[src/rtl/joint_pkg.sv]
// Shared types and helpers for the joint command-stage plugins.
package joint_pkg;

  localparam int FREQ_W = 32;

  typedef logic signed [FREQ_W-1:0] freq_t;

  typedef enum logic [1:0] {
    DISABLED,
    TRACK,
    TRIP
  } ramp_state_t;

  // Clamp a signed frequency to the symmetric window [-max, +max].
  // max must be positive, so its negation always fits in the type.
  function automatic freq_t clamp_freq(input freq_t value, input freq_t max);
    freq_t neg_max;
    neg_max = -max;
    if (value > max) begin
      return max;
    end else if (value < neg_max) begin
      return neg_max;
    end
    return value;
  endfunction

endpackage

[src/rtl/joint_tick_prescaler.sv]
// Free-running update-tick prescaler shared by the joint plugins.
// Counts 0..UPDATE_DIV-1 and pulses tick on the last count. The count is
// held at zero while enable is low, so the first tick after enabling
// arrives a full UPDATE_DIV-1 cycles later.
module joint_tick_prescaler #(
  parameter int UPDATE_DIV = 1000
) (
  input  logic clk,
  input  logic rst_n,
  input  logic enable,
  output logic tick
);

  localparam int                CNT_W    = $clog2(UPDATE_DIV);
  localparam logic [CNT_W-1:0]  CNT_LAST = CNT_W'(UPDATE_DIV - 1);

  logic [CNT_W-1:0] cnt_q;

  assign tick = (cnt_q == CNT_LAST);

  // Count register: wraps on the last count, parked at zero while disabled.
  // NOTE: clocked state is always assigned with <= so every register samples
  // the pre-edge values of the others, whatever order the statements are in.
  always_ff @(posedge clk or negedge rst_n) begin
    if (!rst_n) begin
      cnt_q <= '0;
    end else if (!enable || tick) begin
      cnt_q <= '0;
    end else begin
      cnt_q <= cnt_q + CNT_W'(1);
    end
  end

endmodule

[src/rtl/joint_freqramp.sv]
// Acceleration-limited velocity command stage feeding joint_pwmdir.
// The host target is clamped and latched; the command slews toward it by at
// most ACCEL_STEP per update tick. A host watchdog forces the effective
// target to zero when targetValid stops arriving.
module joint_freqramp
  import joint_pkg::*;
#(
  parameter int UPDATE_DIV = 1000,
  parameter int ACCEL_STEP = 16,
  parameter int FREQ_MAX   = 2000000,
  parameter int WDT_CYCLES = 4800000
) (
  input  logic              clk,
  input  logic              rst_n,
  input  logic              enable,
  input  logic [FREQ_W-1:0] jointFreqTarget,
  input  logic              targetValid,
  output logic [FREQ_W-1:0] jointFreqCmd,
  output logic              atTarget,
  output logic              wdtTripped
);

  localparam freq_t                  FMAX     = freq_t'(FREQ_MAX);
  localparam freq_t                  STEP     = freq_t'(ACCEL_STEP);
  localparam logic signed [FREQ_W:0] STEP_X   = (FREQ_W + 1)'(ACCEL_STEP);
  localparam int                     WDT_W    = $clog2(WDT_CYCLES + 1);
  localparam logic [WDT_W-1:0]       WDT_LAST = WDT_W'(WDT_CYCLES - 1);

  ramp_state_t             state_q, state_d;
  freq_t                   tgt_q, tgt_d;
  freq_t                   cmd_q, cmd_d;
  freq_t                   efft_q, efft_d;
  freq_t                   ramp_cmd;
  logic signed [FREQ_W:0]  diff;
  logic [WDT_W-1:0]        wdt_q, wdt_d;
  logic                    trip_q, trip_d;
  logic                    at_q, at_d;
  logic                    tick;

  joint_tick_prescaler #(
    .UPDATE_DIV (UPDATE_DIV)
  ) u_prescaler (
    .clk    (clk),
    .rst_n  (rst_n),
    .enable (enable),
    .tick   (tick)
  );

  // The trip forces the target to zero without disturbing the latched value,
  // so a fresh strobe is needed to resume motion.
  assign efft_q = trip_q ? '0 : tgt_q;
  assign efft_d = trip_d ? '0 : tgt_d;

  // Widened by one bit: +FREQ_MAX minus -FREQ_MAX cannot overflow.
  assign diff = $signed({efft_q[FREQ_W-1], efft_q}) - $signed({cmd_q[FREQ_W-1], cmd_q});

  // One ramp step: a full step when far away, otherwise land exactly on target.
  always_comb begin
    ramp_cmd = efft_q;
    if (diff > STEP_X) begin
      ramp_cmd = cmd_q + STEP;
    end else if (diff < -STEP_X) begin
      ramp_cmd = cmd_q - STEP;
    end
  end

  // Target latch and host watchdog; a strobe on the expiry cycle wins.
  // NOTE: every signal written here gets a default first, so no path leaves
  // it unassigned and no latch is inferred.
  always_comb begin
    tgt_d  = tgt_q;
    wdt_d  = wdt_q;
    trip_d = trip_q;
    if (targetValid) begin
      tgt_d  = clamp_freq(freq_t'(jointFreqTarget), FMAX);
      wdt_d  = '0;
      trip_d = 1'b0;
    end else if (wdt_q == WDT_LAST) begin
      trip_d = 1'b1;
    end else begin
      wdt_d = wdt_q + WDT_W'(1);
    end
  end

  // Ramp FSM next state and command; enable low overrides everything.
  always_comb begin
    state_d = state_q;
    cmd_d   = cmd_q;
    unique case (state_q)
      DISABLED: begin
        cmd_d = '0;
        if (enable) state_d = TRACK;
      end
      TRACK: begin
        if (tick) cmd_d = ramp_cmd;
        if (trip_d) state_d = TRIP;
      end
      TRIP: begin
        if (tick) cmd_d = ramp_cmd;
        if (targetValid) state_d = TRACK;
      end
      default: begin
        state_d = DISABLED;
        cmd_d   = '0;
      end
    endcase
    if (!enable) begin
      state_d = DISABLED;
      cmd_d   = '0;
    end
    at_d = (cmd_d == efft_d);
  end

  // State registers.
  always_ff @(posedge clk or negedge rst_n) begin
    if (!rst_n) begin
      state_q <= DISABLED;
      tgt_q   <= '0;
      cmd_q   <= '0;
      wdt_q   <= '0;
      trip_q  <= 1'b0;
      at_q    <= 1'b0;
    end else begin
      state_q <= state_d;
      tgt_q   <= tgt_d;
      cmd_q   <= cmd_d;
      wdt_q   <= wdt_d;
      trip_q  <= trip_d;
      at_q    <= at_d;
    end
  end

  assign jointFreqCmd = cmd_q;
  assign atTarget     = at_q;
  assign wdtTripped   = trip_q;

endmodule

[config.mk]
export PLATFORM = sky130hd
export DESIGN_NAME = joint_freqramp
export DESIGN_NICKNAME = d
export VERILOG_FILES = /design/src/rtl/joint_pkg.sv /design/src/rtl/joint_tick_prescaler.sv /design/src/rtl/joint_freqramp.sv
export SDC_FILE = /design/constraint.sdc
export NUM_CORES = 1
export LEC_CHECK = 0
export ABC_CLOCK_PERIOD_IN_PS = 8400
export CAP_MARGIN = 20
export CORE_MARGIN = 2
export CORE_UTILIZATION = 60
export DETAILED_ROUTE_END_ITERATION = 16
export GPL_TIMING_DRIVEN = 0
export PLACE_DENSITY = 0.86
export SLEW_MARGIN = 20
export SYNTH_ARGS = -nofsm -noshare
export SYNTH_HDL_FRONTEND = slang
export SYNTH_SLANG_ARGS = --single-unit
[constraint.sdc]
create_clock -name clk -period 8.4 [get_ports clk]
set_clock_uncertainty 0.15 [all_clocks]
set_input_delay 1.68 -clock clk [delete_from_list [all_inputs] [get_ports clk]]
set_output_delay 1.68 -clock clk [all_outputs]
set_load 0.005 [all_outputs]
### Word level (Yosys, flattened, before mapping)

Cells that the tools add are included.

* logic and storage cells: 52
* bits in registers: 101
* output and inout bits: 34

* reductions and logical operators: 5
* $lt $le $gt $ge: 4
* eq/ne operators: 8
* mux-type cells: 23
* add/sub/neg operators: 5

Operators with widths (number)
* 32-bit two-way mux: 11
* 23-bit two-way mux: 2
* 33-bit by 6-bit > comparator with 1-bit output (second input constant): 1
* 33-bit by 5-bit less-than comparator with 1-bit output (second input constant): 1
* 32-bit by 32-bit subtractor with 33-bit output: 1
* 32-bit by 6-bit adder with 32-bit output (second input constant): 1
* 32-bit == test: 1
* 32-bit by 22-bit > comparator with 1-bit output (second input constant): 1
* 32-bit by 22-bit less-than comparator with 1-bit output (second input constant): 1
* 32-bit by 6-bit subtractor with 32-bit output (second input constant): 1
* 23-bit by 1-bit adder with 23-bit output (second input constant): 1
* 23-bit == test (second input constant): 1
* 10-bit by 1-bit adder with 10-bit output (second input constant): 1
* 10-bit == test (second input constant): 1
* 10-bit two-way mux: 1
* 2-bit two-way mux: 3
* 3-bit inequality test (second input constant): 2
* 2-bit case mux with 3 select lines: 1
* 1-bit two-way mux: 5
* 2-bit by 1-bit == test with 1-bit output (second input constant): 1
* 2-bit == test (second input constant): 1
* 2-bit zero test: 1
* 2-bit inequality test (second input constant): 1
* 2-bit AND reduction: 1
* other kinds (3): 3

### Longest topological paths before layout

Gate-level depths: netlist of the first run.

* depth in word-level cells: 9
* mapped depth: 27
* gate-level depth less buffers: 21

### Cells and area by module

From an unflattened synthesis of the first run, not the netlist that was laid out.

* cell total of the unflattened synthesis: 1408
* area total of the unflattened synthesis: 10697.8 µm²

Modules (own cells, without submodules)
* joint_freqramp: cells an instance 1358, times used 1, area an instance 10177.3 µm²
* joint_tick_prescaler: cells an instance 50, times used 1, area an instance 520.5 µm²

### Least setup slack after synthesis of the first run

Ideal clock, no wire load.

* path type: flip-flop to flip-flop
* from: register trip_q (netlist: wdtTripped)
* to: register at_q (netlist: atTarget)
* data required time: 8.154 ns
* library setup time: 0.096 ns
* cell stages (with the launch flop): 26
* period minus slack after synthesis: 6.279 ns
* setup slack: 2.121 ns
* arrival: 6.033 ns
* cells stage by stage: dfrtp_1 -> buf_6 -> buf_2 -> buf_1 -> clkbuf_1 -> clkbuf_1 -> nor2b_1 -> ha_1 -> nor2b_1 -> nor3_1 -> o31a_1 -> or4_4 -> a311oi_2 -> o21a_1 -> o22ai_1 -> or4_4 -> or4_4 -> buf_6 -> buf_6 -> a32o_1 -> a22oi_1 -> o211ai_1 -> mux2i_1 -> o221ai_1 -> nand4_1 -> nor4_2

* word-level cells in the longest chain between the ends: 9
* elaborated cells between the ends (all ways): 13
* those cells by class: 1 x add/sub; 2 x order compare; 1 x eq/ne; 9 x mux

Ends and longest elaborated chain
* start: declaration: RTL line joint_freqramp.sv:36 `logic trip_q, trip_d;`
* start signal: assignment: RTL line joint_freqramp.sv:128 `trip_q <= trip_d;`
* 32-bit two-way mux: RTL line joint_freqramp.sv:51 `assign efft_q = trip_q ? '0 : tgt_q;`
* 32-bit by 32-bit subtractor with 33-bit output: RTL line joint_freqramp.sv:55 `assign diff = $signed({efft_q[FREQ_W-1], efft_q}) - $signed({cmd_q[FREQ_W-1], cmd_q});`
* 33-bit by 5-bit less-than comparator with 1-bit output: RTL line joint_freqramp.sv:62 `end else if (diff < -STEP_X) begin`
* 32-bit two-way mux: RTL line joint_freqramp.sv:62
* 32-bit two-way mux: RTL line joint_freqramp.sv:60 `if (diff > STEP_X) begin`
* 32-bit two-way mux: RTL line joint_freqramp.sv:95, joint_freqramp.sv:99
* 32-bit two-way mux
* 32-bit two-way mux: RTL line joint_freqramp.sv:107 `if (!enable) begin`
* 32-bit == test (*): RTL line joint_freqramp.sv:111 `at_d = (cmd_d == efft_d);`
* net at_d: RTL line joint_freqramp.sv:37 `logic at_q, at_d;`
* end signal: assignment: RTL line joint_freqramp.sv:129 `at_q <= at_d;`
* end: declaration: RTL line joint_freqramp.sv:37

Mark *: on every way through the listed nets, which the timed path passes. The rest lies on a longest branch.
A chain may end at the register's enable or synchronous reset.

### Worst setup path after layout of the first run

Same ends and word-level chain as after synthesis.

==> flow_metrics.tcl, run 1 <==
set metrics [dict create \
    status "completed" \
    clockRootBuffer "clkbuf_16" \
    cts_max_level 3 \
    die-width_microns 135 \
    port_buffers 69 \
    async_flop_share_pct 100 \
    synth-seq-cells 101 \
    synth_cells 1366 \
    clk_pin_slew_worst_paths_ns 0.08 \
    worst-path-buf-inv 5 \
    fin_area_sq_mm 0.0117 \
    initial_utilization_pct 60.5 \
    synth_edf_count 0 \
    register_area_sq_mm 0.00253 \
    irDropWorstVdd_mv 0.140 \
    wl_per_cell_microns 22.6 \
    max-cap-violations 0 \
    slew_headroom_pct 29.0 \
    syn-cell-area_sq_mm 0.0104 \
    dieArea_sq_mm 0.0183 \
    vias 11600 \
    finalSetupViolCount 0 \
    fin_ws_ns 0.450 \
    max_stage_delay_ns 0.76 \
    max_clock_freq_mhz 126 \
    slowest_stage "nor4_4" \
    die_h_microns 135 \
    crit_path_end_kind "register" \
    place_hpwl_microns 29600 \
    grt_pass1_wl_microns 59200 \
    postSynthAreaPerCell_sq_um 7.58 \
    synth_cell_types 98 \
    routed_wl_microns 38000 \
    p_leak_nw 4.69 \
    gp_congestion 1.03 \
    ys_seq_area_share_pct 24.4 \
    fin_crit_sh_pct 94.6 \
    powerDensity_mw_per_mm2 134 \
    routed.top_layer "met4" \
    vias_per_cell 6.90 \
    finalHoldViolCount 0 \
    cts.sinks 101 \
    cp_max_fo 19 \
    dr.first_iter.drc_count 1457 \
    core_sq_mm 0.0171 \
    rsz0062_at_grt "false" \
    cp.arrival_ns 8.05 \
    setup_tns_ns 0 \
    critical_path_class "reg -> reg" \
    fillers 1444 \
    clk_latency_ns 0.36 \
    drc_errors 0 \
    pre_cts_slack_ns -0.106 \
    dr.pass1.iters 5 \
    antenna_found_initial 0 \
    numCtsBuffers 9 \
    finalCriticalPeriod_ns 7.95 \
    nets 1518 \
    cts_setup_buffers 0 \
    drt-met1-wl_microns 14700 \
    dpl_cell_area_sq_mm 0.0114 \
    hold_buffers 0 \
    grt_usage_pct 41.6 \
    multi_input_area_sq_mm 0.00721 \
    syn_to_final_growth_pct 13.0 \
    syn_nets 1437 \
    grt_max_degree 80 \
    drive_gt1_share_pct 6.06 \
    cts_tree "built" \
    hp-class "reg -> reg" \
    cts_max_path_buffers 2 \
    path_cells "buf_6 -> buf_2 -> clkbuf_2 -> clkbuf_2 -> nor2_1 -> ha_1 -> clkbuf_1 -> nand2_1 -> o21ai_0 -> a21o_1 -> mux2_2 -> o221ai_1 -> a311oi_1 -> o221ai_1 -> or4_4 -> nor4_4 -> o21ai_1 -> a211oi_1 -> a211oi_2 -> or3_1 -> o22ai_1 -> o2111ai_1 -> nor4_2" \
    grt_remaining_overflow 0 \
    start_kind "register" \
    fin_hold_ws_ns 0.365 \
    synthFlopType "dfrtp_1" \
    dr_wl_met3_microns 4120 \
    worst_pin_slew_ns 1.05 \
    diodes 0 \
    ios 70 \
    wl_met2_microns 16900 \
    grt_pass1_vias 11000 \
    drtAntennaViolNets 0 \
    maxSlewViolCount 0 \
    fp-row-count 48 \
    yosysWarnings 0 \
    required_ns 8.50 \
    path_delay_family "compound AO/OA/AOI/OAI gates" \
]
-- power breakdown --
part           switching [W]  leakage [nW]  internal, W
clock network       0.000211         0.160     0.000242
registers          0.0000140          1.36     0.000505
logic               0.000403          3.17     0.000192
total               0.000627          4.69     0.000939
-- worst reg2reg max path, delay by kind of cell (launching register included) --
family / cells / cell delay, ns
compound gates: 10 / 2.81
mux: 1 / 0.18
fa+ha+maj: 1 / 0.31
simple gates: 6 / 2.36
buf+inv: 5 / 1.59
flops: 1 / 0.43
-- state kept, by name, indices dropped and copies added (netlist names) --
name / count
u_prescaler.cnt_q: 10
tgt_q: 32
atTarget: 1
jointFreqCmd: 32
wdtTripped: 1
state_q: 2
wdt_q: 23
-- cells in the final DEF, fill, tap and decap left out, drive strengths merged, types with 20 or more instances in the layout --
cell type | synthesis | final
nor2 | 145 | 145
nand2 | 108 | 108
dfrtp | 101 | 101
inv | 83 | 86
o21ai | 86 | 86
a21oi | 79 | 79
clkdlybuf4s50 | 0 | 68
clkbuf | 53 | 63
nand3 | 57 | 57
nor3 | 55 | 55
xnor2 | 44 | 44
ha | 34 | 34
xor2 | 30 | 30
and3 | 29 | 29
nand4 | 28 | 28
o211ai | 27 | 27
nor4 | 27 | 27
nor2b | 23 | 23
a21o | 23 | 23
or3 | 21 | 21
buf | 19 | 20
-- final cells by class --
type                            count  area share, %
Timing Repair Buffer               71           6.19
Multi-Input combinational cell   1109           61.6
Tap cell                          225           2.40
Sequential cell                   101           21.6
Inverter                           84           2.69
Clock inverter                      7          0.876
Clock buffer                        9           1.92
Buffer                             71           2.77
-- path summary, 6_finish.rpt --
kind,depth (start not counted),slack (ns),from,end
worst max-delay path,23,0.45,wdtTripped,atTarget
worst min-delay path,1,0.36,u_prescaler.cnt_q[0],u_prescaler.cnt_q[0]
worst max register to register,23,0.45,wdtTripped,atTarget
worst min register to register,1,0.36,u_prescaler.cnt_q[0],u_prescaler.cnt_q[0]
max in group asynchronous,2,6.41,rst_n,jointFreqCmd[0]
min in group asynchronous,1,1.02,rst_n,jointFreqCmd[23]
-- layer usage --
metal  vias up  track usage (%)
met1      5352             53.6
met5         -                0
met2       797             66.3
met4         0             22.2
met3       184             8.12
li1       5231                -
-- Yosys cell counts (26+ instances only) --
master / number / area [sq um]
nand2_1: 107 / 402
xor2_1: 30 / 263
o21ai_0: 78 / 390
nand3_1: 57 / 285
xnor2_1: 44 / 385
clkbuf_1: 53 / 199
nor3_1: 55 / 275
a21oi_1: 77 / 385
ha_1: 34 / 425
dfrtp_1: 101 / 2530
nand4_1: 28 / 175
nor2_1: 145 / 544
and3_1: 29 / 181
o211ai_1: 26 / 195
inv_1: 82 / 308
-- stage by stage --
step                instances  power [W]  util, %
finish                   1677    0.00157     68.4
floorplan                1366   0.000905        -
global placement         1660    0.00108     66.2
CTS                      1677    0.00154     68.3
global route             1677    0.00163     68.4
detailed placement       1661    0.00109     66.4
-- what timing repair did --
action	in CTS	in global routing
setup endpoints to repair	1	1
gates resized for setup	3	3
gates cloned	0	0
-- kinds of logic (layout without fill, tap and decap cells) --
kind of cell | count (synthesis) | in the layout | synth area share (%)
flip-flops | 101 | 101 | 24.4
AND/OR/NAND/NOR | 575 | 575 | 29.3
multiplexers | 26 | 26 | 2.66
adder cells (fa/ha/maj) | 37 | 37 | 4.50
XOR/XNOR | 74 | 74 | 6.26
AO/OA/AOI/OAI | 397 | 397 | 26.7
buffers and inverters | 156 | 242 | 6.18
No activity file was read; power rests on OpenSTA's default activity.
==> run 2: changes to the inputs <==
CORE_MARGIN = default   (was 2)
PLACE_DENSITY = 0.81   (was 0.86)
==> flow_metrics.tcl, run 2 (same netlist as run 1, synthesis figures left out) <==
set metrics [dict create \
    status "completed" \
    finalSetupViolCount 0 \
    final_common_cell "nor2_1" \
    grt_pass1_vias 11100 \
    crit_path_end_kind "register" \
    mostFrequentLayoutCells "nor2_1, nand2_1, dfrtp_1" \
    maxSlewViolCount 0 \
    core_sq_mm 0.0167 \
    dieArea_sq_mm 0.0178 \
    numCtsBuffers 9 \
    nets 1520 \
    cp_max_fo 19 \
    grt_remaining_overflow 0 \
    fin_hold_ws_ns 0.362 \
    clockRootBuffer "clkbuf_16" \
    grt_max_degree 74 \
    die-width_microns 133 \
    dr.first_iter.drc_count 1599 \
    drive_gt1_share_pct 6.26 \
    routed_wl_microns 39000 \
    finalCriticalPeriod_ns 8.07 \
    fin_area_sq_mm 0.0117 \
    p_switching_w 0.000630 \
    max-cap-violations 0 \
    gp_congestion 1.00 \
    drc_errors 0 \
    die_h_microns 133 \
    irDropWorstVdd_mv 0.159 \
    clk_latency_ns 0.36 \
    worst_pin_slew_ns 1.11 \
    fp-row-count 47 \
    setup_tns_ns 0 \
    pwr-share-seq_pct 33.8 \
    dr.pass1.iters 9 \
    max_clock_freq_mhz 124 \
    port_buffers 69 \
    fin_crit_sh_pct 96.1 \
    start_kind "register" \
    dpl_cell_area_sq_mm 0.0114 \
    powerDensity_mw_per_mm2 131 \
    clkPwrFrac_pct 27.0 \
    grt_usage_pct 44.5 \
    finalHoldViolCount 0 \
    slew_headroom_pct 25.9 \
    internal-power_w 0.000906 \
    cts_max_level 3 \
    ios 70 \
    hp-class "reg -> reg" \
    clk_pin_slew_worst_paths_ns 0.07 \
    critical_path_class "reg -> reg" \
    vias_per_cell 7.03 \
    cts_tree "built" \
    drtAntennaViolNets 0 \
    place_hpwl_microns 30200 \
    grt_pass1_wl_microns 61200 \
    cts_max_path_buffers 2 \
    cp.arrival_ns 8.14 \
    p_sw_share_pct 41.0 \
    rsz0062_at_grt "false" \
    vias 11800 \
    wl_per_cell_microns 23.3 \
    antenna_found_initial 1 \
    required_ns 8.47 \
    comb_power_share_pct 39.3 \
    p_leak_nw 4.68 \
    initial_utilization_pct 62.0 \
    syn_to_final_growth_pct 12.8 \
    cts.sinks 101 \
]
run 2: path summary, 6_finish.rpt:
check | depth (start not counted) | slack [ns] | end | start
max | 24 | 0.33 | atTarget | wdtTripped
min | 1 | 0.36 | u_prescaler.cnt_q[0] | u_prescaler.cnt_q[0]
max reg2reg | 24 | 0.33 | atTarget | wdtTripped
min reg2reg | 1 | 0.36 | u_prescaler.cnt_q[0] | u_prescaler.cnt_q[0]
max in group asynchronous | 2 | 6.41 | tgt_q[4] | rst_n
min in group asynchronous | 1 | 1.03 | jointFreqCmd[30] | rst_n
run 2: per-stage QoR:
step / total power [W] / worst slack (ns) / util (%) / cells
2_1_floorplan: 0.000905 / 2.12 / - / 1366
3_3_place_gp: 0.00108 / -0.266 / 67.8 / 1655
3_5_place_dp: 0.00109 / -0.289 / 68.0 / 1656
4_1_cts: 0.00150 / 0.0134 / 69.8 / 1672
5_1_grt: 0.00159 / 0.0319 / 70.0 / 1675
6_report: 0.00154 / 0.331 / 70.0 / 1675
run 2: worst max-delay path: stages, from the launching register on:
cell and delay, ns:
dfrtp_1 0.46, buf_6 0.20, buf_2 0.24, buf_2 0.42, clkbuf_2 0.38, nor2_1 0.14
ha_1 0.30, clkbuf_1 0.29, nand2_1 0.26, nor4b_1 0.41, or3_1 0.21, o21ai_0 0.14
a21oi_1 0.19, nand4_1 0.17, nor4_1 0.50, nand4_1 0.50, nor4_4 0.84, buf_6 0.26
a21oi_1 0.05, a211oi_1 0.38, a211oi_1 0.16, a311o_1 0.36, nor4b_2 0.30, nand4_1 0.19
nor4_2 0.38
run 2: area by class of cell:
| cell class | instances | area (sq um) |
|---|---|---|
| inverters | 84 | 315 |
| multi-input cells | 1109 | 7210 |
| plain buffers | 71 | 324 |
| diodes | 1 | 2.50 |
| flip-flops and latches | 101 | 2530 |
| well taps | 220 | 275 |
| clock inverters | 7 | 62.6 |
| repair buffers | 73 | 742 |
| fillers | 1414 | 5020 |
| clock buffers | 9 | 225 |
run 2: layer usage:
| layer | track usage [%] | part of all wire [%] | routed length (microns) |
|---|---|---|---|
| met1 | 57.4 | 38 | 14800 |
| met2 | 71.2 | 45 | 17600 |
| met3 | 8.30 | 11 | 4450 |
| met4 | 22.6 | 5.4 | 2110 |
| met5 | 0 | 0 | 0 |
run 2: power groups by stage:
stage | Sequential [W] | Clock [W] | Combinational (W)
after floorplan | 0.000523 | 0 | 0.000382
after global placement | 0.000526 | 0 | 0.000556
after detailed placement | 0.000527 | 0 | 0.000566
after CTS | 0.000518 | 0.000410 | 0.000574
after global routing | 0.000520 | 0.000428 | 0.000646
final | 0.000519 | 0.000414 | 0.000603
run 2: timing repair:
action | in CTS | in global routing
endpoints found under the setup margin | 1 | 1
resized for setup | 3 | 5
pin swaps | 0 | 1
buffers inserted | 0 | 3
hold buffers | 0 | 0
==> run 3: changes to the inputs <==
GPL_TIMING_DRIVEN = 1   (was 0)
==> flow_metrics.tcl, run 3 (same netlist as run 1, synthesis figures left out) <==
set metrics [dict create \
    fp-row-count 47 \
    setup_tns_ns 0 \
    max-cap-violations 0 \
    dr.pass1.iters 5 \
    ctsResizeCount 0 \
    max_stage_delay_ns 0.75 \
    powerDensity_mw_per_mm2 131 \
    grt_remaining_overflow 0 \
    r2r_setup_slack_ns 1.36 \
    max_clock_freq_mhz 142 \
    slew_headroom_pct 32.8 \
    wl_per_cell_microns 21.9 \
    cts_setup_buffers 0 \
    drc_errors 0 \
    cts_max_path_buffers 2 \
    r2r_end "atTarget" \
    finalSetupViolCount 0 \
    core_sq_mm 0.0167 \
    final_common_cell "nor2_1" \
    status "completed" \
    timing.rr.start "wdtTripped" \
    grt_pass1_wl_microns 55900 \
    clk_latency_ns 0.35 \
    grt_max_degree 71 \
    comb_power_share_pct 38.2 \
    fillers 1439 \
    crit_path_end_kind "register" \
    place_hpwl_microns 27200 \
    drive_gt1_share_pct 6.58 \
    clk_pin_slew_worst_paths_ns 0.08 \
    grt_usage_pct 39.9 \
    mostFrequentLayoutCells "nor2_1, nand2_1, dfrtp_1" \
    critical_path_class "reg -> reg" \
    pre_cts_slack_ns 1.66 \
    dr.first_iter.drc_count 1294 \
    path_cells "buf_4 -> nor2_1 -> ha_1 -> a21oi_1 -> a221oi_1 -> a21oi_1 -> and2_1 -> o21ai_0 -> a211oi_1 -> nand4bb_1 -> nor4b_4 -> and4_1 -> a22oi_1 -> buf_4 -> a2111oi_0 -> nor3_1 -> nand4b_1 -> nor4_1 -> nand4_1 -> nor4_2" \
    register_area_sq_mm 0.00253 \
    port_buffers 69 \
    utilization_pct 68.6 \
    p_leak_nw 4.60 \
    nets 1464 \
    rsz0062_at_grt "false" \
    vias 11300 \
    grt_pass1_vias 10600 \
    hp-class "reg -> reg" \
    cp.arrival_ns 7.14 \
    clockRootBuffer "clkbuf_16" \
    dieArea_sq_mm 0.0178 \
    hold_path_depth 1 \
    die_h_microns 133 \
    clkPwrFrac_pct 27.1 \
    finalCriticalPeriod_ns 7.04 \
    cp_max_fo 30 \
    die-width_microns 133 \
    finalHoldViolCount 0 \
    p_sw_share_pct 39.7 \
    diodes 0 \
    ios 70 \
    numCtsBuffers 9 \
    start_kind "register" \
    fin_ws_ns 1.36 \
    vias_per_cell 6.99 \
    slowest_stage "a2111oi_0" \
    fin_crit_sh_pct 83.8 \
    cts_max_level 3 \
    cts_tree "built" \
    p_switching_w 0.000597 \
    gp_congestion 1.03 \
    internal-power_w 0.000907 \
    antenna_found_initial 0 \
    maxSlewViolCount 0 \
    worst_pin_slew_ns 0.982 \
    initial_utilization_pct 62.0 \
    multi_input_area_sq_mm 0.00722 \
    drtAntennaViolNets 0 \
    pwr-share-seq_pct 34.8 \
    min_from "u_prescaler.cnt_q[0]" \
    routed_wl_microns 35400 \
    cts.sinks 101 \
    rr_worst_depth 20 \
    hold_end "u_prescaler.cnt_q[0]" \
    fin_total_pwr_w 0.00150 \
    irDropWorstVdd_mv 0.114 \
    syn_to_final_growth_pct 10.6 \
    required_ns 8.50 \
    hold_buffers 0 \
]
## run 3: final cells by class
cell class	count	share of cell area [%]
timing repair buffer	88	7.21
inverter	84	2.75
multi-input combinational	1109	63.0
clock buffer	9	1.97
sequential	101	22.1
clock inverter	7	0.590
tap	220	2.40
## run 3: worst max-delay path by stage
stage               startpoint  endpoint  slack [ns]  cells after the start
floorplan           wdtTripped  atTarget        2.12                     25
global placement    wdtTripped  atTarget        1.74                     20
detailed placement  wdtTripped  atTarget        1.66                     20
CTS                 wdtTripped  atTarget        1.65                     20
global route        wdtTripped  atTarget        1.07                     20
finish              wdtTripped  atTarget        1.36                     20
## run 3: critical path: cells and delay by family (launching register included)
kind,cells,cell delay [ns]
adder cells (fa/ha/maj),1,0.41
AND/OR/NAND/NOR,10,2.85
AO/OA/AOI/OAI,7,2.66
buffers and inverters,2,0.45
flip-flops,1,0.39
## run 3: per-layer routing
| layer | routed length (microns) | global-route usage [%] |
|---|---|---|
| met1 | 14000 | 53.1 |
| met2 | 15700 | 62.4 |
| met3 | 3800 | 7.08 |
| met4 | 1930 | 20.0 |
| met5 | 0 | 0 |
## run 3: per-stage QoR
| stage | area [sq um] | instances | hold WS (ns) |
|---|---|---|---|
| 2_1_floorplan | 10400 | 1366 | 0.304 |
| 3_3_place_gp | 11200 | 1602 | 0.327 |
| 3_5_place_dp | 11200 | 1602 | 0.332 |
| 4_1_cts | 11500 | 1618 | 0.343 |
| 5_1_grt | 11500 | 1618 | 0.375 |
| 6_report | 11500 | 1618 | 0.346 |
## run 3: power groups by stage
stage / clock network [W] / registers (W) / logic (W)
final: 0.000407 / 0.000523 / 0.000574
after global routing: 0.000429 / 0.000524 / 0.000613
after CTS: 0.000408 / 0.000521 / 0.000553
after detailed placement: 0 / 0.000531 / 0.000550
after global placement: 0 / 0.000530 / 0.000546
after floorplan: 0 / 0.000523 / 0.000382
